[config.mk]
export PLATFORM = sky130hd
export DESIGN_NAME = cube_scan_sequencer_flat
export DESIGN_NICKNAME = d
export VERILOG_FILES = /design/src/rtl/cube_scan_sequencer_if.sv /design/src/rtl/cube_scan_sequencer.sv /design/src/flat_wrapper.sv
export SDC_FILE = /design/constraint.sdc
export NUM_CORES = 1
export LEC_CHECK = 0
export ABC_AREA = 1
export CORE_UTILIZATION = 50
export CTS_BUF_LIST = sky130_fd_sc_hd__clkbuf_2
export CTS_CLUSTER_SIZE = 12
export DETAILED_ROUTE_END_ITERATION = 16
export GPL_TIMING_DRIVEN = 1
export PLACE_DENSITY = 0.77
export RECOVER_POWER = 50
export SYNTH_ARGS = -nofsm -noshare
export SYNTH_HDL_FRONTEND = slang
export SYNTH_SLANG_ARGS = --single-unit
[constraint.sdc]
create_clock -name clock -period 2.34 [get_ports clock]
set_input_delay 0.468 -clock clock [delete_from_list [all_inputs] [get_ports clock]]
set_output_delay 0.468 -clock clock [all_outputs]
set_load 0.02 [all_outputs]
[src/rtl/cube_scan_sequencer_if.sv]
// Handshake and data bundle between the scan sequencer, the move sequencer, the colour
// sensors and the solver. The sequencer uses the slave view; its environment uses master.
interface cube_scan_sequencer_if #(
  parameter int unsigned COLOR_W      = 3,
  parameter int unsigned NUM_STICKERS = 48
);
  localparam int unsigned IdxW = (NUM_STICKERS > 1) ? $clog2(NUM_STICKERS) : 1;

  logic                                start;
  logic [COLOR_W-1:0]                  corner_color;
  logic [COLOR_W-1:0]                  edge_color;
  logic                                done_turning;
  logic                                send_setup_moves;
  logic [IdxW-1:0]                     step_index;
  logic                                busy;
  logic                                scan_done;
  logic                                cube_valid;
  logic                                bad_color;
  logic                                error;
  logic [(NUM_STICKERS+6)*COLOR_W-1:0] cubestate;

  modport master (
    output start, corner_color, edge_color, done_turning,
    input  send_setup_moves, step_index, busy, scan_done, cube_valid, bad_color, error,
           cubestate
  );

  modport slave (
    input  start, corner_color, edge_color, done_turning,
    output send_setup_moves, step_index, busy, scan_done, cube_valid, bad_color, error,
           cubestate
  );
endinterface

[src/rtl/cube_scan_sequencer.sv]
// Cube scan sequencer: per sticker, request setup moves, wait for the motors plus settle time,
// then sample the corner/edge sensor into cubestate. Define CUBE_SCAN_VOTE_EN for 3-read voting.
module cube_scan_sequencer #(
  parameter int unsigned COLOR_W        = 3,
  parameter int unsigned NUM_STICKERS   = 48,
  parameter int unsigned CORNER_COUNT   = 24,
  parameter int unsigned SETTLE_CYCLES  = 16,
  parameter int unsigned TIMEOUT_CYCLES = 1 << 20
) (
  input logic                  clock,
  input logic                  reset_n,
  cube_scan_sequencer_if.slave bus
);
  localparam int unsigned IdxW = (NUM_STICKERS > 1) ? $clog2(NUM_STICKERS) : 1;
  localparam int unsigned CntW = $clog2(TIMEOUT_CYCLES + SETTLE_CYCLES + 4);
  localparam int unsigned StW  = NUM_STICKERS * COLOR_W;

  localparam logic [IdxW-1:0] LastIdx = IdxW'(NUM_STICKERS - 1);
  // Counter value at which the next idle WAIT_MOVE edge becomes a timeout.
  localparam logic [CntW-1:0] TmoLast =
      CntW'((TIMEOUT_CYCLES > 1) ? TIMEOUT_CYCLES - 2 : 0);
  localparam logic [CntW-1:0] SetLast =
      CntW'((SETTLE_CYCLES > 0) ? SETTLE_CYCLES - 1 : 0);

  function automatic logic [6*COLOR_W-1:0] center_codes();
    center_codes = '0;
    for (int c = 0; c < 6; c++) begin
      center_codes[c*COLOR_W +: COLOR_W] = COLOR_W'(c);
    end
  endfunction

  localparam logic [6*COLOR_W-1:0] Centers = center_codes();

  typedef enum logic [2:0] {
    StIdle, StPrep, StWaitMove, StSettle, StSample, StDone, StError
  } state_e;

  state_e             state_q;
  logic [IdxW-1:0]    k_q;
  logic [CntW-1:0]    cnt_q;
  logic [StW-1:0]     stickers_q;
  logic               send_q, busy_q, done_q, valid_q, bad_q, err_q;

  logic [COLOR_W-1:0] sensor;
  logic [COLOR_W-1:0] pick;
  logic               split;
  int unsigned        base;

  always_comb begin
    sensor = (32'(k_q) < CORNER_COUNT) ? bus.corner_color : bus.edge_color;
    base   = 32'(k_q) * COLOR_W;
  end

`ifdef CUBE_SCAN_VOTE_EN
  localparam logic [CntW-1:0] SampleLast = CntW'(2);

  logic [COLOR_W-1:0] read0_q, read1_q;

  always_ff @(posedge clock or negedge reset_n) begin
    if (!reset_n) begin
      read0_q <= '0;
      read1_q <= '0;
    end else if (state_q == StSample) begin
      if (cnt_q == CntW'(0)) read0_q <= sensor;
      if (cnt_q == CntW'(1)) read1_q <= sensor;
    end
  end

  // Third reading is the live sensor value; three-way disagreement keeps it but flags it.
  always_comb begin
    pick  = sensor;
    split = 1'b0;
    if (read0_q == read1_q || read0_q == sensor) begin
      pick = read0_q;
    end else if (read1_q == sensor) begin
      pick = read1_q;
    end else begin
      split = 1'b1;
    end
  end
`else
  localparam logic [CntW-1:0] SampleLast = '0;

  assign pick  = sensor;
  assign split = 1'b0;
`endif

  always_ff @(posedge clock or negedge reset_n) begin
    if (!reset_n) begin
      state_q    <= StIdle;
      k_q        <= '0;
      cnt_q      <= '0;
      stickers_q <= '0;
      send_q     <= 1'b0;
      busy_q     <= 1'b0;
      done_q     <= 1'b0;
      valid_q    <= 1'b0;
      bad_q      <= 1'b0;
      err_q      <= 1'b0;
    end else begin
      send_q <= 1'b0;
      done_q <= 1'b0;
      unique case (state_q)
        StIdle, StDone, StError: begin
          if (bus.start) begin
            stickers_q <= '0;
            valid_q    <= 1'b0;
            bad_q      <= 1'b0;
            err_q      <= 1'b0;
            k_q        <= '0;
            send_q     <= 1'b1;
            busy_q     <= 1'b1;
            state_q    <= StPrep;
          end
        end
        StPrep: begin
          cnt_q   <= '0;
          state_q <= StWaitMove;
        end
        StWaitMove: begin
          if (bus.done_turning) begin
            cnt_q   <= '0;
            state_q <= (SETTLE_CYCLES == 0) ? StSample : StSettle;
          end else if (cnt_q == TmoLast) begin
            err_q   <= 1'b1;
            busy_q  <= 1'b0;
            state_q <= StError;
          end else begin
            cnt_q <= cnt_q + 1'b1;
          end
        end
        StSettle: begin
          if (cnt_q == SetLast) begin
            cnt_q   <= '0;
            state_q <= StSample;
          end else begin
            cnt_q <= cnt_q + 1'b1;
          end
        end
        StSample: begin
          if (cnt_q == SampleLast) begin
            stickers_q[base +: COLOR_W] <= pick;
            if (split || 32'(pick) > 32'd5) bad_q <= 1'b1;
            cnt_q <= '0;
            if (k_q == LastIdx) begin
              done_q  <= 1'b1;
              valid_q <= 1'b1;
              busy_q  <= 1'b0;
              state_q <= StDone;
            end else begin
              k_q     <= k_q + 1'b1;
              send_q  <= 1'b1;
              state_q <= StPrep;
            end
          end else begin
            cnt_q <= cnt_q + 1'b1;
          end
        end
        default: state_q <= StIdle;
      endcase
    end
  end

  assign bus.send_setup_moves = send_q;
  assign bus.step_index       = k_q;
  assign bus.busy             = busy_q;
  assign bus.scan_done        = done_q;
  assign bus.cube_valid       = valid_q;
  assign bus.bad_color        = bad_q;
  assign bus.error            = err_q;
  assign bus.cubestate        = {Centers, stickers_q};
endmodule

[src/flat_wrapper.sv]
// flat-port wrapper written by rule: the top's interface ports become plain ports
module cube_scan_sequencer_flat 
#(
  parameter int unsigned COLOR_W        = 3,
  parameter int unsigned NUM_STICKERS   = 48,
  parameter int unsigned CORNER_COUNT   = 24,
  parameter int unsigned SETTLE_CYCLES  = 16,
  parameter int unsigned TIMEOUT_CYCLES = 1 << 20
)
  (clock, reset_n, bus_start, bus_corner_color, bus_edge_color, bus_done_turning, bus_send_setup_moves, bus_step_index, bus_busy, bus_scan_done, bus_cube_valid, bus_bad_color, bus_error, bus_cubestate);
  cube_scan_sequencer_if #(.COLOR_W(COLOR_W), .NUM_STICKERS(NUM_STICKERS)) bus_i ();
  input logic clock;
  input logic reset_n;
  input wire logic [$bits(bus_i.start)-1:0] bus_start;
  input wire logic [$bits(bus_i.corner_color)-1:0] bus_corner_color;
  input wire logic [$bits(bus_i.edge_color)-1:0] bus_edge_color;
  input wire logic [$bits(bus_i.done_turning)-1:0] bus_done_turning;
  output wire logic [$bits(bus_i.send_setup_moves)-1:0] bus_send_setup_moves;
  output wire logic [$bits(bus_i.step_index)-1:0] bus_step_index;
  output wire logic [$bits(bus_i.busy)-1:0] bus_busy;
  output wire logic [$bits(bus_i.scan_done)-1:0] bus_scan_done;
  output wire logic [$bits(bus_i.cube_valid)-1:0] bus_cube_valid;
  output wire logic [$bits(bus_i.bad_color)-1:0] bus_bad_color;
  output wire logic [$bits(bus_i.error)-1:0] bus_error;
  output wire logic [$bits(bus_i.cubestate)-1:0] bus_cubestate;
  assign bus_i.start = bus_start;
  assign bus_i.corner_color = bus_corner_color;
  assign bus_i.edge_color = bus_edge_color;
  assign bus_i.done_turning = bus_done_turning;
  assign bus_send_setup_moves = bus_i.send_setup_moves;
  assign bus_step_index = bus_i.step_index;
  assign bus_busy = bus_i.busy;
  assign bus_scan_done = bus_i.scan_done;
  assign bus_cube_valid = bus_i.cube_valid;
  assign bus_bad_color = bus_i.bad_color;
  assign bus_error = bus_i.error;
  assign bus_cubestate = bus_i.cubestate;
  cube_scan_sequencer #(.COLOR_W(COLOR_W), .NUM_STICKERS(NUM_STICKERS), .CORNER_COUNT(CORNER_COUNT), .SETTLE_CYCLES(SETTLE_CYCLES), .TIMEOUT_CYCLES(TIMEOUT_CYCLES)) u_core (.clock(clock), .reset_n(reset_n), .bus(bus_i));
endmodule
==> impl_metrics.ini <==
[status]
status = complete, no violations

[finish]
nFillCells = 1712
drive_gt1_share_pct = 7.348
area_growth_pct = 25.00
stdcell_area_sq_um = 12240
finalNetCount = 1570
final_util_pct = 64.55

[worst_setup_path]
path_class = flip-flop to flip-flop
crit_path_end_kind = flip-flop
path_cells = buf_4 -> nor2_1 -> nand3_1 -> nand2_2 -> inv_2 -> buf_4 -> nor3_1 -> nand3_1 -> nand2_1
crit_path_max_fanout = 18
startpoint_type = flip-flop
rr_worst_depth = 9
cp.required_ns = 3.09
cp_slowest_cell = dfrtp_2
cp.arrival_ns = 3.01
slowest_delay_ns = 0.49
reg2reg_slack_ns = 0.08

[timing]
rsz0062_at_grt = true
fmax_ghz = 0.4432
totalNegativeSetupSlack_ns = 0
finalCritPeriodShare_pct = 96.41
tightest_slew_ns = 1.148
setup_viol = 0
relSlewSlack_pct = 23.46
period_needed_ns = 2.256
fin_worst_skew_ns = 0.03964
slew_viol_final = 0
finalHoldViolCount = 0

[power_and_ir_drop]
p_leak_nw = 7.944
power_density_nw_per_um2 = 751.5
ir_drop_mv = 0.6120

[synth]
synth_area_leader_cell = dfrtp_1
synth_enable_flop_cells = 0
syn_avg_cell_area_sq_um = 7.140
synthMostInstantiatedCell = nand2_1
ys.flop_type = dfrtp_1
yosysWarnings = 0
ys_ff_latch = 180
syn_area_sq_um = 9789
yosys.cell_types.count = 37
async_flop_share_pct = 100.0
synth_area_leaders = dfrtp_1 (46%), nand2_1 (21%), nand3_1 (10%)
synth_top_cell_area_share_pct = 46.01
synth_cells = 1371
synth_common_cells = nand2_1 (555), nand3_1 (196), dfrtp_1 (180)
ys_seq_area_share_pct = 46.01

[grt]
grt_max_degree = 122
antenna_found_initial = 1
grt.total_usage_pct = 29.91
grt.overflow.total = 0
grt_pass1_vias = 9247
grt_pass1_wl_um = 46960

[route]
routed_wl_um = 29120
antenna_left = 0
firstDrtPassIters = 8
drc_errors = 0
viasPerCell = 5.405
wire_per_inst_um = 15.95
vias = 9869
drt-initial-drc-count = 883

[min_path]
min_path_cells = 3
hold_path.class = primary input to flip-flop

[placement]
hpwl_um = 20700
gp_congestion = 0.8729
io_buffers = 165
place_area_sq_um = 11860

[clock_tree]
clock_sinks = 180
insertion_delay_ns = 0.81
clockBufferDepth = 2
htreeDepth = 4
cts_made_buffers = 17
cts.clk_slew.worst_paths_ns = 0.29
cts_tree = done
cts_root_buffer = clkbuf_2

[floorplan]
die_y_um = 141.9
initial_core_util_pct = 51.64
io_pins = 184
die-area_sq_um = 20140
core_sq_um = 18960
placementRows = 50
fp.dieW_um = 141.9

[flow_run]
drv_cap = 0
[repair_timing]
action	4_1_cts	5_1_grt
hold endpoints to repair	147	0
setup buffers	4	0
endpoints found under the setup margin	71	160
resized for setup	72	97
hold buffers	1	0
[cell families (layout without fill, tap and decap cells)]
logic type | count (synthesis) | in the layout | share of synthesized area [%]
simple gates | 978 | 978 | 42.15
flops | 180 | 180 | 46.01
buf+inv | 144 | 322 | 7.068
compound gates | 53 | 53 | 3.131
fa+ha+maj | 8 | 8 | 1.023
xor+xnor | 6 | 6 | 0.5368
other cells | 2 | 19 | 0.07672
[critical path: cells and delay by family (launching register included)]
family / cells / cell delay [ns]
buffers and inverters: 3 / 0.55
DFF: 1 / 0.49
and+or+nand+nor: 6 / 1.17
[final cells by class]
class | count | area, sq um | area share (%)
clock buffer | 17 | 85.08 | 0.6953
inverter | 72 | 272.8 | 2.229
antenna | 1 | 2.502 | 0.02045
sequential | 180 | 4508 | 36.84
clock inverter | 15 | 135.1 | 1.104
timing repair buffer | 218 | 2222 | 18.16
tap | 260 | 325.3 | 2.658
multi-input combinational | 1063 | 4686 | 38.29
[metrics by stage]
step / power [mW] / std cells / hold slack, ns / worst slack, ns
6_report: 9.196 / 1826 / 0.2786 / 0.08389
5_1_grt: 9.796 / 1826 / 0.2564 / -0.08411
4_1_cts: 9.127 / 1825 / 0.1165 / 0.001203
3_5_place_dp: 7.586 / 1788 / 0.4361 / 0.09174
3_3_place_gp: 7.552 / 1788 / 0.4406 / 0.1021
2_1_floorplan: 6.379 / 1387 / 0.1724 / 0.08533
[worst paths after layout]
check                                                     start                                 end
max                        u_core.bus.step_index[2]$_DFFE_PN0P_  u_core.stickers_q[137]$_DFFE_PN0P_
min                                                   bus_start         u_core.bus.busy$_DFFE_PN0P_
max reg2reg                u_core.bus.step_index[2]$_DFFE_PN0P_  u_core.stickers_q[137]$_DFFE_PN0P_
min reg2reg                   u_core.stickers_q[34]$_DFFE_PN0P_   u_core.stickers_q[34]$_DFFE_PN0P_
max in group asynchronous                               reset_n   u_core.stickers_q[20]$_DFFE_PN0P_
min in group asynchronous                               reset_n        u_core.cnt_q[20]$_DFFE_PN0P_
[registers in the layout, indices dropped and copies added, names as in the netlist]
signal                       flops
u_core.bus.bad_color             1
u_core.bus.busy                  1
u_core.bus.cube_valid            1
u_core.bus.error                 1
u_core.bus.scan_done             1
u_core.bus.send_setup_moves      1
u_core.bus.step_index            6
u_core.cnt_q                    21
u_core.state_q                   3
u_core.stickers_q              144
[layer usage]
metal  up-vias  track usage, %  wire [um]
li1       4740               -          -
met1      4592           41.12      12610
met2       461           46.49      13230
met3        76           7.020       2512
met4         0           10.13        771
met5         -               0          0
[power by group]
part	internal [mW]	total (mW)	switching, mW
Sequential	3.22	3.28	0.0631
Combinational	1.09	4.34	3.25
Clock	0.332	1.57	1.24
[cells in the final DEF, fill, tap and decap left out, types with 7 or more instances in the layout]
| master | instances |
|---|---|
| nand2_1 | 554 |
| nand3_1 | 196 |
| dfrtp_1 | 177 |
| nor2_1 | 139 |
| dlymetal6s2s_1 | 86 |
| dlygate4sd2_1 | 68 |
| inv_1 | 67 |
| buf_4 | 41 |
| nand4_1 | 31 |
| nor3_1 | 30 |
| o21ai_0 | 27 |
| clkbuf_2 | 22 |
| conb_1 | 18 |
| o211ai_1 | 9 |
| clkdlybuf4s50_1 | 9 |
| ha_1 | 8 |
| nand2_2 | 7 |
No activity file was read; power rests on OpenSTA's default activity.
